`src/rtl/mode_controller_if.sv`:
```
// Signal bundle between the board/engines and the keyboard mode controller.
interface mode_controller_if #(
   parameter int unsigned NUM_KEYS = 7,
   parameter int unsigned NOTE_W   = 4
);
   // Board inputs
   logic [NUM_KEYS-1:0] keys;
   logic [2:0]          mode;
   logic [1:0]          octave_sel;
   // Auto-play engine
   logic [NOTE_W-1:0]   note_auto;
   logic [NUM_KEYS-1:0] led_auto;
   logic [1:0]          octave_auto;
   // Learn engine
   logic [NOTE_W-1:0]   note_learn;
   logic [NUM_KEYS-1:0] led_learn;
   // Controller outputs
   logic                auto_en;
   logic                learn_en;
   logic [NOTE_W-1:0]   note_out;
   logic [NUM_KEYS-1:0] led_out;
   logic [1:0]          octave_out;
   logic [2:0]          mode_active;
   logic                mode_err;

   // Board / engine side
   modport master (
      output keys, mode, octave_sel,
      output note_auto, led_auto, octave_auto,
      output note_learn, led_learn,
      input  auto_en, learn_en, note_out, led_out, octave_out,
      input  mode_active, mode_err
   );

   // Controller side
   modport slave (
      input  keys, mode, octave_sel,
      input  note_auto, led_auto, octave_auto,
      input  note_learn, led_learn,
      output auto_en, learn_en, note_out, led_out, octave_out,
      output mode_active, mode_err
   );
endinterface

```
`src/rtl/mode_controller.sv`:
```
// Keyboard mode controller: debounced mode switches, mode FSM with a silent
// changeover gap, and output muxing between free play, auto and learn engines.
module mode_controller #(
   parameter int unsigned NUM_KEYS    = 7,
   parameter int unsigned NOTE_W      = 4,
   parameter int unsigned MODE_STABLE = 16,
   parameter int unsigned MUTE_CYCLES = 8
) (
   input logic              clk,
   input logic              reset,
   mode_controller_if.slave bus
);

   localparam int unsigned CNT_W  = (MODE_STABLE > 1) ? $clog2(MODE_STABLE) : 1;
   localparam int unsigned MUTE_W = (MUTE_CYCLES > 1) ? $clog2(MUTE_CYCLES) : 1;

   localparam logic [CNT_W-1:0]  CNT_LAST  = CNT_W'(MODE_STABLE - 1);
   localparam logic [MUTE_W-1:0] MUTE_LOAD = MUTE_W'(MUTE_CYCLES - 1);

   localparam logic [2:0] MODE_FREE  = 3'b100;
   localparam logic [2:0] MODE_AUTO  = 3'b010;
   localparam logic [2:0] MODE_LEARN = 3'b001;
   localparam logic [1:0] OCT_DEFAULT = 2'b01;

   typedef enum logic [2:0] {
      ST_IDLE,
      ST_MUTE,
      ST_FREE,
      ST_AUTO,
      ST_LEARN
   } state_t;

   // Mode filter
   logic [2:0]       cand_q, cand_d;
   logic [CNT_W-1:0] cnt_q, cnt_d;
   logic [2:0]       acc_q, acc_d;
   logic             accept_q, accept_d;
   logic             acc_valid;

   // Mode FSM
   state_t            state_q, state_d;
   state_t            target_q, target_d;
   state_t            acc_state;
   logic [MUTE_W-1:0] mute_q, mute_d;
   logic              err_q, err_d;

   // Free-play key path and registered outputs
   logic [NUM_KEYS-1:0] key_q;
   logic [NOTE_W-1:0]   free_note;
   logic [NOTE_W-1:0]   note_q, note_d;
   logic [NUM_KEYS-1:0] led_q, led_d;
   logic [1:0]          oct_q, oct_d;
   logic [2:0]          act_q, act_d;
   logic                aen_q, aen_d;
   logic                len_q, len_d;

   // Filter next state: restart on any change, accept once a held value has aged
   always_comb begin
      cand_d   = cand_q;
      cnt_d    = cnt_q;
      acc_d    = acc_q;
      accept_d = 1'b0;
      if (bus.mode != cand_q) begin
         cand_d = bus.mode;
         cnt_d  = '0;
      end else if (cnt_q != CNT_LAST) begin
         cnt_d = cnt_q + CNT_W'(1);
      end
      if ((cnt_q == CNT_LAST) && (cand_q != acc_q)) begin
         accept_d = 1'b1;
         acc_d    = cand_q;
      end
   end

   // Filter registers
   always_ff @(posedge clk or posedge reset) begin
      if (reset) begin
         cand_q   <= 3'b000;
         cnt_q    <= '0;
         acc_q    <= 3'b000;
         accept_q <= 1'b0;
      end else begin
         cand_q   <= cand_d;
         cnt_q    <= cnt_d;
         acc_q    <= acc_d;
         accept_q <= accept_d;
      end
   end

   // Decode the accepted value into a target state and a validity flag
   always_comb begin
      acc_valid = 1'b1;
      acc_state = ST_IDLE;
      case (acc_q)
         MODE_FREE:  acc_state = ST_FREE;
         MODE_AUTO:  acc_state = ST_AUTO;
         MODE_LEARN: acc_state = ST_LEARN;
         default:    acc_valid = 1'b0;
      endcase
   end

   // Mode FSM next state: every valid change passes through MUTE, bad values park in IDLE
   always_comb begin
      state_d  = state_q;
      target_d = target_q;
      mute_d   = mute_q;
      err_d    = err_q;
      if (accept_q) begin
         if (acc_valid) begin
            state_d  = ST_MUTE;
            target_d = acc_state;
            mute_d   = MUTE_LOAD;
            err_d    = 1'b0;
         end else begin
            state_d = ST_IDLE;
            mute_d  = '0;
            err_d   = 1'b1;
         end
      end else if (state_q == ST_MUTE) begin
         if (mute_q == '0) begin
            state_d = target_q;
         end else begin
            mute_d = mute_q - MUTE_W'(1);
         end
      end
   end

   // Mode FSM registers
   always_ff @(posedge clk or posedge reset) begin
      if (reset) begin
         state_q  <= ST_IDLE;
         target_q <= ST_IDLE;
         mute_q   <= '0;
         err_q    <= 1'b0;
      end else begin
         state_q  <= state_d;
         target_q <= target_d;
         mute_q   <= mute_d;
         err_q    <= err_d;
      end
   end

   // Key switch capture for free play
   always_ff @(posedge clk or posedge reset) begin
      if (reset) begin
         key_q <= '0;
      end else begin
         key_q <= bus.keys;
      end
   end

   // Lowest pressed key wins; note codes are key index + 1, 0 means silence
   always_comb begin
      free_note = '0;
      for (int i = NUM_KEYS - 1; i >= 0; i--) begin
         if (key_q[i]) begin
            free_note = NOTE_W'(i + 1);
         end
      end
   end

   // Output select follows the next state so outputs and state switch on the same edge
   always_comb begin
      note_d = '0;
      led_d  = '0;
      oct_d  = OCT_DEFAULT;
      act_d  = 3'b000;
      aen_d  = 1'b0;
      len_d  = 1'b0;
      case (state_d)
         ST_FREE: begin
            note_d = free_note;
            led_d  = key_q;
            oct_d  = bus.octave_sel;
            act_d  = MODE_FREE;
         end
         ST_AUTO: begin
            note_d = bus.note_auto;
            led_d  = bus.led_auto;
            oct_d  = bus.octave_auto;
            act_d  = MODE_AUTO;
            aen_d  = 1'b1;
         end
         ST_LEARN: begin
            note_d = bus.note_learn;
            led_d  = bus.led_learn;
            act_d  = MODE_LEARN;
            len_d  = 1'b1;
         end
         default: begin
         end
      endcase
   end

   // Output registers
   always_ff @(posedge clk or posedge reset) begin
      if (reset) begin
         note_q <= '0;
         led_q  <= '0;
         oct_q  <= OCT_DEFAULT;
         act_q  <= 3'b000;
         aen_q  <= 1'b0;
         len_q  <= 1'b0;
      end else begin
         note_q <= note_d;
         led_q  <= led_d;
         oct_q  <= oct_d;
         act_q  <= act_d;
         aen_q  <= aen_d;
         len_q  <= len_d;
      end
   end

   assign bus.note_out    = note_q;
   assign bus.led_out     = led_q;
   assign bus.octave_out  = oct_q;
   assign bus.mode_active = act_q;
   assign bus.auto_en     = aen_q;
   assign bus.learn_en    = len_q;
   assign bus.mode_err    = err_q;

endmodule
```
`src/flat_wrapper.sv`:
```
// flat-port wrapper written by rule: the top's interface ports become plain ports
module mode_controller_flat 
#(
   parameter int unsigned NUM_KEYS    = 7,
   parameter int unsigned NOTE_W      = 4,
   parameter int unsigned MODE_STABLE = 16,
   parameter int unsigned MUTE_CYCLES = 8
)
  (clk, reset, bus_keys, bus_mode, bus_octave_sel, bus_note_auto, bus_led_auto, bus_octave_auto, bus_note_learn, bus_led_learn, bus_auto_en, bus_learn_en, bus_note_out, bus_led_out, bus_octave_out, bus_mode_active, bus_mode_err);
  mode_controller_if #(.NUM_KEYS(NUM_KEYS), .NOTE_W(NOTE_W)) bus_i ();
  input logic clk;
  input logic reset;
  input wire logic [$bits(bus_i.keys)-1:0] bus_keys;
  input wire logic [$bits(bus_i.mode)-1:0] bus_mode;
  input wire logic [$bits(bus_i.octave_sel)-1:0] bus_octave_sel;
  input wire logic [$bits(bus_i.note_auto)-1:0] bus_note_auto;
  input wire logic [$bits(bus_i.led_auto)-1:0] bus_led_auto;
  input wire logic [$bits(bus_i.octave_auto)-1:0] bus_octave_auto;
  input wire logic [$bits(bus_i.note_learn)-1:0] bus_note_learn;
  input wire logic [$bits(bus_i.led_learn)-1:0] bus_led_learn;
  output wire logic [$bits(bus_i.auto_en)-1:0] bus_auto_en;
  output wire logic [$bits(bus_i.learn_en)-1:0] bus_learn_en;
  output wire logic [$bits(bus_i.note_out)-1:0] bus_note_out;
  output wire logic [$bits(bus_i.led_out)-1:0] bus_led_out;
  output wire logic [$bits(bus_i.octave_out)-1:0] bus_octave_out;
  output wire logic [$bits(bus_i.mode_active)-1:0] bus_mode_active;
  output wire logic [$bits(bus_i.mode_err)-1:0] bus_mode_err;
  assign bus_i.keys = bus_keys;
  assign bus_i.mode = bus_mode;
  assign bus_i.octave_sel = bus_octave_sel;
  assign bus_i.note_auto = bus_note_auto;
  assign bus_i.led_auto = bus_led_auto;
  assign bus_i.octave_auto = bus_octave_auto;
  assign bus_i.note_learn = bus_note_learn;
  assign bus_i.led_learn = bus_led_learn;
  assign bus_auto_en = bus_i.auto_en;
  assign bus_learn_en = bus_i.learn_en;
  assign bus_note_out = bus_i.note_out;
  assign bus_led_out = bus_i.led_out;
  assign bus_octave_out = bus_i.octave_out;
  assign bus_mode_active = bus_i.mode_active;
  assign bus_mode_err = bus_i.mode_err;
  mode_controller #(.NUM_KEYS(NUM_KEYS), .NOTE_W(NOTE_W), .MODE_STABLE(MODE_STABLE), .MUTE_CYCLES(MUTE_CYCLES)) u_core (.clk(clk), .reset(reset), .bus(bus_i));
endmodule
```
`config.mk`:
```
export PLATFORM = sky130hd
export DESIGN_NAME = mode_controller_flat
export DESIGN_NICKNAME = d
export VERILOG_FILES = /design/src/rtl/mode_controller_if.sv /design/src/rtl/mode_controller.sv /design/src/flat_wrapper.sv
export SDC_FILE = /design/constraint.sdc
export NUM_CORES = 1
export LEC_CHECK = 0
export BUFFER_PORTS_ARGS = -buffer_cell sky130_fd_sc_hd__buf_4
export CORE_UTILIZATION = 45
export CTS_CLUSTER_SIZE = 8
export DETAILED_ROUTE_END_ITERATION = 12
export GPL_TIMING_DRIVEN = 1
export PLACE_DENSITY = 0.7
export SLEW_MARGIN = 20
export SYNTH_ARGS = -nofsm -noshare
export SYNTH_HDL_FRONTEND = slang
export SYNTH_SLANG_ARGS = --single-unit
```
`constraint.sdc`:
```
create_clock -name clk -period 2.2 [get_ports clk]
set_clock_uncertainty 0.2 [all_clocks]
set_input_delay 0.44 -clock clk [delete_from_list [all_inputs] [get_ports clk]]
set_output_delay 0.44 -clock clk [all_outputs]
set_load 0.005 [all_outputs]
```
Yosys cells after proc, flatten, opt, wreduce, memory -nomap -nowiden
Index checks and enable logic that the tools add are counted.
{ "op_classes": {"add_sub_neg": 2, "n_reduce_logical": 7, "eq_ne": 12, "muxes": 27} }
{ "ops": {"columns": ["operator", "n"], "rows": [
  ["$mux W3", 14],
  ["$pmux W7 S3", 1],
  ["$pmux W3 S3", 2],
  ["$pmux W4 S3", 1],
  ["$eq A3 B2 Y1 const B", 3],
  ["$mux W4", 2],
  ["$eq A3 B1 Y1 const B", 2],
  ["$eq A3 B3 Y1 const B", 2],
  ["$mux W1", 6],
  ["$ne A3 B3 Y1", 2],
  ["$add A4 B1 Y4 const B", 1],
  ["$eq A4 B4 Y1 const B", 1],
  ["$ne A4 B4 Y1 const B", 1],
  ["$pmux W2 S2", 1],
  ["$reduce_and A2 Y1", 2],
  ["$reduce_bool A2 Y1", 2],
  ["$logic_not A3 Y1", 1],
  ["$reduce_or A3 Y1", 1],
  ["$sub A3 B1 Y3 const B", 1],
  ["$ne A2 B1 Y1 const B", 1],
  ["$logic_and A1 B1 Y1", 1]
]} }
{ "word_totals": {"output_inout_bits": 19, "input_bits": 38, "register_bits": 46} }

Longest topological paths before layout
Gate-level depths: netlist of run 1.
{ "depth": {"ltp_word": 8, "mapped_depth": 8} }

Worst setup path before layout of run 1
No wires, ideal clock.
{ "synth_timing": {"path_kind": "reg2reg", "startpoint": "register u_core.mute_q[0]", "endpoint": "register u_core.led_q[5], in the netlist u_core.bus.led_out[5]", "arrival_ns": 1.516, "path_stages_with_launch": 9, "slack_ns": 0.357, "period_less_slack_ns": 1.843, "n_path_buf": 1, "path_cell_list": "dfrtp_1 -> inv_1 -> ha_1 -> nand2b_1 -> o41ai_4 -> nand2_2 -> buf_4 -> a21oi_1 -> o22ai_1"} }
{ "synth_via": {"elab_chain_cells": 6, "word_cells_on_any_way": 8, "cone_classes": "eq/ne: 3; mux: 4; reduce/logical: 1"} }
{ "synth_lines": {"columns": ["item", "line_no", "source"], "rows": [
  ["start: declaration", "mode_controller.sv:44", "logic [MUTE_W-1:0] mute_q, mute_d;"],
  ["start signal: assignment", "mode_controller.sv:138", "mute_q <= mute_d;"],
  ["$logic_not A3 Y1 (*)", "mode_controller.sv:120", "if (mute_q == '0) begin"],
  ["$mux W3 (*)", "mode_controller.sv:120", null],
  ["$mux W3 (*)", "mode_controller.sv:119", "end else if (state_q == ST_MUTE) begin"],
  ["$mux W3 (*)", "mode_controller.sv:108", "if (accept_q) begin"],
  ["$eq A3 B3 Y1 / $eq A3 B2 Y1 (equally long branches)", "mode_controller.sv:170", "case (state_d)"],
  ["$pmux W7 S3 (*)", "mode_controller.sv:170", null],
  ["net u_core.led_d[5]", "mode_controller.sv:51", "logic [NUM_KEYS-1:0] led_q, led_d;"],
  ["end signal: assignment", "mode_controller.sv:206", "led_q <= led_d;"],
  ["end: declaration", "mode_controller.sv:51", null]
]} }
The timed path passes the listed nets; every way through them passes the cells marked *.
A chain may end at the register's enable or synchronous reset.

Worst setup path after layout of run 1
{ "layout_timing": {"startpoint": "register u_core.mute_q[0]", "endpoint": "register u_core.note_q[2], in the netlist u_core.bus.note_out[2]"} }
{ "layout_via": {"elab_chain_cells": 6, "word_cells_on_any_way": 8, "cone_classes": "eq/ne: 3; mux: 4; reduce/logical: 1"} }
{ "layout_lines": {"columns": ["item", "line_no", "source"], "rows": [
  ["$logic_not A3 Y1 (*)", "mode_controller.sv:120", null],
  ["$mux W3 (*)", "mode_controller.sv:120", null],
  ["$mux W3 (*)", "mode_controller.sv:119", null],
  ["$mux W3 (*)", "mode_controller.sv:108", null],
  ["$eq A3 B3 Y1 / $eq A3 B2 Y1 (equally long branches)", "mode_controller.sv:170", null],
  ["$pmux W4 S3 (*)", "mode_controller.sv:170", null],
  ["net u_core.note_d[2]", "mode_controller.sv:50", "logic [NOTE_W-1:0] note_q, note_d;"],
  ["end signal: assignment", "mode_controller.sv:205", "note_q <= note_d;"],
  ["end: declaration", "mode_controller.sv:50", null]
]} }
Marked as above.

==> results.md, run 1 <==
- Gpl congestion: 0.764
- Clock sinks: 46
- Post-route ant nets: 0
- Tot Pwr: 1.45 mW
- I/O pins: 57
- Vias: 1587
- Final hold vios: 0
- Layout Nets: 288
- Synth area leader: dfrtp_1
- CP Capture Type: register
- Total GRT Usage: 18.3%
- Critical path required time: 2.24 ns
- H-tree depth: 2
- CTS root buffer: clkbuf_8
- Cell area after layout: 2630 µm²
- Synth cell types: 46
- ANT cells: 0
- Crit-path max FO: 14
- Pin count of the biggest net entering global routing: 25
- Pre-Repair DR Iteration Count: 4
- CP arrival: 2.13 ns
- RSZ-0062 raised after global routing: no
- Row count: 24
- Worst-margin pin slew: 0.500 ns
- FF+latch area: 1150 µm²
- Worst Slack Setup Final: 0.109 ns
- Core area: 4380 µm²
- Max Slew Vio Count: 0
- Tcrit/Tclk final: 95.0%
- Clk buf depth: 2
- Fmax: 478 MHz
- PortBufs: 56
- Max-slew headroom: 66.6%
- Syn Nets: 232
- CTS tree: built
- Worst Hold Class: in2reg
- Setup TNS: 0 ns
- Cts bufs inserted: 5
- Ys async rst share: 100%
- Outcome: completed
- Later-pin clock latency in the skew report: 0.29 ns
- First-pass GRT wire length: 6960 µm
- Remaining Overflow, GRT: 0
- CP Launch Type: register
- Vias in the first global route: 1485
- R2R setup slack: 0.11 ns
- Final setup vio count: 0
- Multi-input combinational cell area: 827 µm²
- Maxcap violations: 0
- Top FF cell, synth: dfrtp_1
- Synth top area share: 54.2%
- Cell Area, Placed: 2530 µm²
- Filler cell count in the final layout: 367
- Syn Area/Cell: 10.9 µm²
- Post-route DRC: 0
- Crit path time final: 2.09 ns
- Pre-CTS WS: 0.0919 ns
- Number of flops mapped to enable cells by yosys: 0
- Synth Warn #: 0
- Total wire length: 4170 µm
- Clk slew on worst S/H paths: 0.08 ns
- PD cells: 551 nW/µm²
- Crit path kind: reg2reg
- Initial Util: 47.4%
- Synth Instances: 191
- Top cells by area, synth: dfrtp_1 54%, nand3_1 6.3%, a21oi_1 3.1%
- Die area: 4900 µm²
- Initial antenna violation count: 0
- Seq cells post-synth: 46
- Netlist Area Pre-Place: 2080 µm²
- VDD IR max: 0.376 mV
- Die width: 70.0 µm
- Die H: 70.0 µm
- Sequential share of the synthesized area: 55.4%
- Layout cells sized above 1: 34.0%
- Mean number of vias per cell: 5.31
- Routed len/inst: 13.9 µm
- Layout Area Growth over Synthesis: 26.4%
- Leak: 1.28 nW
- 1st-iter DRT viols: 64
- Post-DP HPWL: 3130 µm
flip-flops by register name, summed over array words and instances, names as in the netlist:
| signal | cells |
|---|---|
| u_core.state_q | 3 |
| u_core.acc_q | 3 |
| u_core.bus.note_out | 4 |
| u_core.bus.mode_active | 3 |
| u_core.target_q | 3 |
| u_core.bus.mode_err | 1 |
| u_core.mute_q | 3 |
| u_core.cand_q | 3 |
| u_core.accept_q | 1 |
| u_core.bus.learn_en | 1 |
| u_core.bus.led_out | 7 |
| u_core.cnt_q | 4 |
| u_core.bus.auto_en | 1 |
| u_core.bus.octave_out | 2 |
| u_core.key_q | 7 |
critical path: stages (launching register included):
cell,delay [ns]
dfrtp_1,0.40
inv_1,0.09
ha_1,0.18
and3b_1,0.24
a22o_2,0.35
nand2_4,0.12
or3_1,0.37
nand3_1,0.07
stage by stage:
step	instances	utilization, %	hold WS, ns
after global routing	299	59.9	0.0323
after CTS	299	59.9	0.0380
after global placement	291	57.8	0.273
after detailed placement	291	57.8	0.272
final	299	59.9	0.0510
after floorplan	191	-	0.264
synthesized netlist by cell type (2+ instances only):
master / n
nand2_1: 11
nand2b_1: 2
xnor2_1: 7
nand3_1: 26
and2_4: 2
a31oi_1: 3
a21oi_1: 13
mux2_2: 3
clkbuf_1: 4
ha_1: 3
o21ai_0: 4
nor3b_1: 2
o211ai_1: 2
buf_2: 4
o21a_1: 3
nor3_1: 7
dfrtp_1: 45
buf_6: 2
nor2_1: 12
inv_1: 9
o22ai_1: 2
cell usage in the layout, fill, tap and decap left out, drive strengths merged, types with 2 or more instances in the layout:
master,instances
ha,3
o211ai,2
o21a,3
xnor2,7
clkbuf,6
nand2b,2
mux2,3
nor3,7
dfrtp,45
nor3b,2
and2,3
o22ai,2
nor2,12
o21ai,5
nand3,26
buf,59
a22o,2
a21oi,13
nand2,13
a31oi,4
inv,10
area by class of cell:
| cell class | count | share of cell area, % |
|---|---|---|
| clock inverters | 1 | 0.286 |
| multi-input cells | 124 | 31.5 |
| flip-flops and latches | 46 | 43.9 |
| repair buffers | 60 | 17.7 |
| clock buffers | 6 | 2.76 |
| inverters | 10 | 1.43 |
| well taps | 52 | 2.48 |
routing by layer:
metal | vias to the layer above | global-route usage [%] | share of wire [%]
met5 | - | 0 | 0
met4 | 0 | 6.00 | 0.94
met3 | 4 | 5.92 | 6.4
met2 | 55 | 25.2 | 43
met1 | 752 | 27.1 | 50
li1 | 776 | - | -
logic make-up (layout without fill, tap and decap cells):
kind of cell	count (synthesis)	in the layout	share of synthesized area [%]
compound gates	39	39	14.0
mux	4	4	2.11
buf+inv	21	77	4.93
flops	46	46	55.4
xor+xnor	8	8	3.73
simple gates	70	70	18.0
fa+ha+maj	3	3	1.81
repair_timing:
action                     CTS  global route
gates resized for setup      0             1
setup endpoints to repair    0            11
buffers inserted             0             0
hold endpoints to repair    21             0
hold buffers                 1             0
worst paths after layout:
| kind | start | depth (start not counted) | to |
|---|---|---|---|
| min in group asynchronous | reset | 3 | u_core.bus.led_out[4] |
| max in group asynchronous | reset | 4 | u_core.state_q[2] |
| hold reg to reg | u_core.bus.mode_err | 1 | u_core.bus.mode_err |
| setup / recovery | u_core.mute_q[0] | 7 | u_core.bus.note_out[2] |
| setup reg to reg | u_core.mute_q[0] | 7 | u_core.bus.note_out[2] |
| hold / removal | bus_keys[0] | 1 | u_core.key_q[0] |
power by group:
| part | leakage (nW) | switching (mW) | internal (mW) |
|---|---|---|---|
| Sequential | 0.616 | 0.0115 | 0.856 |
| Combinational | 0.630 | 0.0386 | 0.0581 |
| Clock | 0.0373 | 0.266 | 0.218 |
| Total | 1.28 | 0.316 | 1.13 |
Note: power is estimated with default switching activity, not from simulation.
==> run 2, diff against run 1 <==
==> constraint.sdc (replaced) <==
create_clock -name clk -period 2.2 [get_ports clk]
set_clock_uncertainty 0.2 [all_clocks]
set_input_delay 0.33 -clock clk [delete_from_list [all_inputs] [get_ports clk]]
set_output_delay 0.33 -clock clk [all_outputs]
set_load 0.005 [all_outputs]
==> run 2 against run 1 <==
Compared with the run above: maximum frequency up 0.96%; total power up 9.3%; setup slack better by 0.020 ns; clock power up 25%; combinational power up 16%; flip-flop and latch count unchanged; via count up 1.6%; die area unchanged; core utilization up 2.9 points; critical path depth unchanged; final cell count up 3.7%; largest power group unchanged.
==> results.md, run 2 (synthesis gave the netlist of run 1 again) <==
- CTS tree: built (unchanged)
- Most frequent cells in the layout: 58 x buf_4, 45 x dfrtp_1, 26 x nand3_1 (unchanged)
- Maxcap violations: 0 (unchanged)
- Post-route ant nets: 0 (unchanged)
- Core area: 4380 µm² (unchanged)
- Non-Filler Instances: 310 (was 299)
- Post-placement cell count: 291 (unchanged)
- Tot Pwr: 1.58 mW (was 1.45 mW)
- Leak: 1.34 nW (was 1.28 nW)
- Max-slew headroom: 66.0% (was 66.6%)
- Later-pin clock latency in the skew report: 0.29 ns (about the same)
- Remaining Overflow, GRT: 0 (unchanged)
- R2r endpoint: u_core.bus.note_out[2] (unchanged)
- ANT cells: 0 (unchanged)
- Setup Buffers After CTS: 0 (unchanged)
- Final setup vio count: 0 (unchanged)
- Mean number of vias per cell: 5.20 (was 5.31)
- Crit path to: u_core.bus.note_out[2] (unchanged)
- Die H: 70.0 µm (unchanged)
- Vias in the first global route: 1515 (was 1485)
- Final hold vios: 0 (unchanged)
- Cts bufs inserted: 5 (unchanged)
- CP Launch Type: register (unchanged)
- Setup TNS: 0 ns (unchanged)
- Gpl congestion: 0.754 (was 0.764)
- Launch point of the worst path: u_core.mute_q[0] (unchanged)
- Layout cells sized above 1: 32.6% (was 34.0%)
- Total GRT Usage: 18.7% (was 18.3%)
- Die width: 70.0 µm (unchanged)
- Outcome: completed (unchanged)
- Worst reg2reg path depth: 7 (unchanged)
- Crit-path max FO: 14 (unchanged)
- Crit path kind: reg2reg (unchanged)
- Crit path time final: 2.07 ns (was 2.09 ns)
- Max Slew Vio Count: 0 (unchanged)
- Post-DP HPWL: 3130 µm (about the same)
- First-pass GRT wire length: 7120 µm (was 6960 µm)
- Fmax: 483 MHz (was 478 MHz)
- Post-route DRC: 0 (unchanged)
- Die area: 4900 µm² (unchanged)
- Clock sinks: 46 (unchanged)
- Worst-margin pin slew: 0.510 ns (was 0.500 ns)
- Vias: 1613 (was 1587)
- PD cells: 575 nW/µm² (was 551 nW/µm²)
- Tcrit/Tclk final: 94.1% (was 95.0%)
- H-tree depth: 2 (unchanged)
- Routed len/inst: 14.0 µm (was 13.9 µm)
- Layout Nets: 298 (was 288)
- Worst Hold Class: in2reg (unchanged)
- PortBufs: 56 (unchanged)
- Hold_ws: 0.0503 ns (was 0.0510 ns)
- FF-to-FF Start: u_core.mute_q[0] (unchanged)
- Total wire length: 4340 µm (was 4170 µm)
- Layout Area Growth over Synthesis: 32.4% (was 26.4%)
- Clk slew on worst S/H paths: 0.08 ns (about the same)
- R2R setup slack: 0.13 ns (was 0.11 ns)
- Pre-Repair DR Iteration Count: 5 (was 4)
- RSZ-0062 raised after global routing: no (unchanged)
- VDD IR max: 0.367 mV (was 0.376 mV)
- Clk buf depth: 2 (unchanged)
- CP Capture Type: register (unchanged)
- Pin count of the biggest net entering global routing: 25 (unchanged)
- Row count: 24 (unchanged)
- Critical path required time: 2.24 ns (about the same)
- CTS root buffer: clkbuf_8 (unchanged)
- I/O pins: 57 (unchanged)
- 1st-iter DRT viols: 95 (was 64)
- Initial antenna violation count: 0 (unchanged)
- Initial Util: 47.4% (unchanged)
- Core Util, Final: 62.8% (was 59.9%)
- Commonest non-fill, non-tap cell in the layout: buf_4 (unchanged)
- CP arrival: 2.11 ns (was 2.13 ns)
==> run 2: metal layers <==
metal  track usage, %  vias to the layer above  wire [µm]  part of all wire (%)
met3             4.47                        7        241                   5.6
met2             26.3                       49       1890                    44
met1             28.0                      759       2140                    49
li1                 -                      798          -                     -
met4             7.33                        0         66                   1.5
met5                0                        -          0                     0
==> run 2: area by class of cell <==
cell class,instances,area (µm²)
flip-flops and latches,46,1150
multi-input cells,124,827
clock buffers,7,76.3
clock inverters,1,30.0
inverters,10,37.5
fillers,367,1630
well taps,52,65.1
repair buffers,70,566
==> run 2: how the worst min path moves through the flow <==
| stage | slack (ns) | to | startpoint | cells after the start |
|---|---|---|---|---|
| after detailed placement | 0.20 | u_core.key_q[6] | reset | 2 |
| after CTS | 0.04 | u_core.bus.octave_out[0] | bus_octave_auto[0] | 3 |
| after floorplan | 0.16 | u_core.key_q[0] | bus_keys[0] | 0 |
| after global placement | 0.19 | u_core.key_q[6] | reset | 2 |
| after global routing | 0.05 | u_core.bus.octave_out[0] | bus_octave_auto[0] | 3 |
| final | 0.05 | u_core.bus.octave_out[0] | bus_octave_auto[0] | 3 |
==> run 2: stage by stage <==
stage / setup slack, ns / instance area (µm²)
3_3_place_gp: 0.128 / 2530
3_5_place_dp: 0.0865 / 2530
5_1_grt: 0.0182 / 2750
4_1_cts: 0.0611 / 2750
2_1_floorplan: 0.357 / 2080
6_report: 0.129 / 2750
==> run 2: power by group <==
group / switching, mW / leakage, nW / internal, mW / total (mW)
Combinational: 0.0424 / 0.672 / 0.0697 / 0.112
Sequential: 0.0122 / 0.616 / 0.856 / 0.868
Clock: 0.263 / 0.0524 / 0.340 / 0.603
==> run 2: what timing repair did <==
| action | 4_1_cts | 5_1_grt |
|---|---|---|
| resized for setup | 0 | 1 |
| endpoints found under the setup margin | 0 | 11 |
| hold buffers | 11 | 0 |
| hold endpoints to repair | 31 | 0 |
==> run 2: critical path, cell delays in order (launching register included) <==
cell,delay [ns]
dfrtp_1,0.39
inv_1,0.08
ha_1,0.18
and3b_1,0.24
a22o_2,0.34
nand2_4,0.12
or3_1,0.38
nand3_1,0.07
==> run 3, diff against run 2 <==
--- a/config.mk
+++ b/config.mk
@@ -11,6 +11,7 @@
 export DETAILED_ROUTE_END_ITERATION = 12
 export GPL_TIMING_DRIVEN = 1
 export PLACE_DENSITY = 0.7
+export RECOVER_POWER = 100
 export SLEW_MARGIN = 20
 export SYNTH_ARGS = -nofsm -noshare
 export SYNTH_HDL_FRONTEND = slang
==> run 3 against run 2 <==
Compared with the run above: routed wire length decreased by 1.0%; final cell count unchanged; via count increased by 0.50%; maximum frequency decreased by 0.34%; flip-flop and latch count unchanged; combinational power decreased by 5%; clock-buffer cell count unchanged; critical path type unchanged; register-to-register slack about the same; final area decreased by 1.3%; die area unchanged; setup slack got worse by 0.0070 ns.
==> results.md, run 3 (synthesis gave the netlist of run 1 again) <==
- Outcome: completed (unchanged)
- Core area: 4380 µm² (unchanged)
- CTS root buffer: clkbuf_8 (unchanged)
- H-tree depth: 2 (unchanged)
- Final hold vios: 0 (unchanged)
- Most frequent cells in the layout: 45 x dfrtp_1, 29 x clkbuf_4, 28 x buf_4 (was 58 x buf_4, 45 x dfrtp_1, 26 x nand3_1)
- Layout cells sized above 1: 30.2% (was 32.6%)
- Max Slew Vio Count: 0 (unchanged)
- Worst-margin pin slew: 0.854 ns (was 0.510 ns)
- Cell area after layout: 2720 µm² (was 2750 µm²)
- Row count: 24 (unchanged)
- CP Launch Type: register (unchanged)
- Pre-Repair DR Iteration Count: 5 (unchanged)
- Layout Area Growth over Synthesis: 30.7% (was 32.4%)
- Routed len/inst: 13.9 µm (was 14.0 µm)
- Tcrit/Tclk final: 94.5% (was 94.1%)
- Crit-path max FO: 14 (unchanged)
- Critical path required time: 2.24 ns (about the same)
- Die area: 4900 µm² (unchanged)
- Initial Util: 47.4% (unchanged)
- Vias: 1621 (was 1613)
- Layout Nets: 298 (unchanged)
- Post-route DRC: 0 (unchanged)
- Die width: 70.0 µm (unchanged)
- Maxcap violations: 0 (unchanged)
- FF-to-FF Start: u_core.mute_q[0] (unchanged)
- Final setup vio count: 0 (unchanged)
- CP Capture Type: register (unchanged)
- Worst Slack Setup Final: 0.122 ns (was 0.129 ns)
- Total GRT Usage: 18.7% (unchanged)
- CTS tree: built (unchanged)
- Mean number of vias per cell: 5.23 (was 5.20)
- Leak: 1.31 nW (was 1.34 nW)
- Worst Hold Class: in2reg (unchanged)
- Post-DP HPWL: 3130 µm (unchanged)
- Clk buf depth: 2 (unchanged)
- Total wire length: 4300 µm (was 4340 µm)
- Worst hold path startpoint: bus_octave_auto[0] (unchanged)
- Launch point of the worst path: u_core.mute_q[0] (unchanged)
- Gpl congestion: 0.754 (unchanged)
- I/O pins: 57 (unchanged)
- Crit path time final: 2.08 ns (was 2.07 ns)
- Clk slew on worst S/H paths: 0.08 ns (about the same)
- Crit path kind: reg2reg (unchanged)
- Pin count of the biggest net entering global routing: 25 (unchanged)
- Pre-CTS WS: 0.0865 ns (unchanged)
- ANT cells: 0 (unchanged)
- Vias in the first global route: 1515 (unchanged)
- Tot Pwr: 1.58 mW (about the same)
- Initial antenna violation count: 0 (unchanged)
- CP arrival: 2.11 ns (about the same)
- Cell Area, Placed: 2530 µm² (unchanged)
- PortBufs: 56 (unchanged)
- Setup Buffers After CTS: 0 (unchanged)
- VDD IR max: 0.367 mV (about the same)
- 1st-iter DRT viols: 92 (was 95)
- First-pass GRT wire length: 7120 µm (unchanged)
- Post-route ant nets: 0 (unchanged)
- Later-pin clock latency in the skew report: 0.29 ns (about the same)
- Fmax: 481 MHz (was 483 MHz)
- RSZ-0062 raised after global routing: no (unchanged)
- Clock sinks: 46 (unchanged)
- Post-placement cell count: 291 (unchanged)
- PD cells: 581 nW/µm² (was 575 nW/µm²)
- Commonest non-fill, non-tap cell in the layout: dfrtp_1 (was buf_4)
- Setup TNS: 0 ns (unchanged)
- Max-slew headroom: 43.0% (was 66.0%)
- Remaining Overflow, GRT: 0 (unchanged)
- Cts bufs inserted: 5 (unchanged)
- Die H: 70.0 µm (unchanged)
- Non-Filler Instances: 310 (unchanged)
## run 3: layer usage
metal | part of all wire (%) | GRT usage [%]
met4 | 1.6 | 7.33
met3 | 5.4 | 4.47
met1 | 48 | 28.0
met5 | 0 | 0
met2 | 44 | 26.3
## run 3: per-stage QoR
step	hold slack, ns	utilization (%)
2_1_floorplan	0.161	-
3_3_place_gp	0.192	57.8
3_5_place_dp	0.200	57.8
4_1_cts	0.0399	62.8
5_1_grt	0.0512	62.0
6_report	0.0468	62.0
## run 3: timing repair
item	in CTS	in global routing
hold endpoints to repair	31	0
gates resized for setup	0	1
hold buffers	11	0
setup endpoints to repair	0	11
## run 3: critical path, stage by stage (launching register included)
cell     delay (ns)
dfrtp_1        0.39
inv_1          0.08
ha_1           0.18
and3b_1        0.24
a22o_2         0.35
nand2_4        0.12
or3_1          0.38
nand3_1        0.07
## run 3: area by class of cell
type	instances	area, µm²
tap	52	65.1
multi-input combinational	124	811
clock buffer	7	76.3
timing repair buffer	70	546
inverter	10	37.5
fill	376	1670
clock inverter	1	30.0
sequential	46	1150
## run 3: worst paths after layout
check,endpoint,slack [ns],depth (start not counted)
min reg2reg,u_core.bus.mode_err,0.28,1
max reg2reg,u_core.bus.note_out[2],0.12,7
max in group asynchronous,u_core.target_q[2],0.30,4
min in group asynchronous,u_core.key_q[6],0.59,3
min,u_core.bus.octave_out[0],0.05,3
max,u_core.bus.note_out[2],0.12,7
## run 3: power breakdown
group | total (mW) | switching (mW) | internal [mW]
registers | 0.868 | 0.0119 | 0.856
logic | 0.106 | 0.0407 | 0.0648
clock network | 0.605 | 0.265 | 0.340
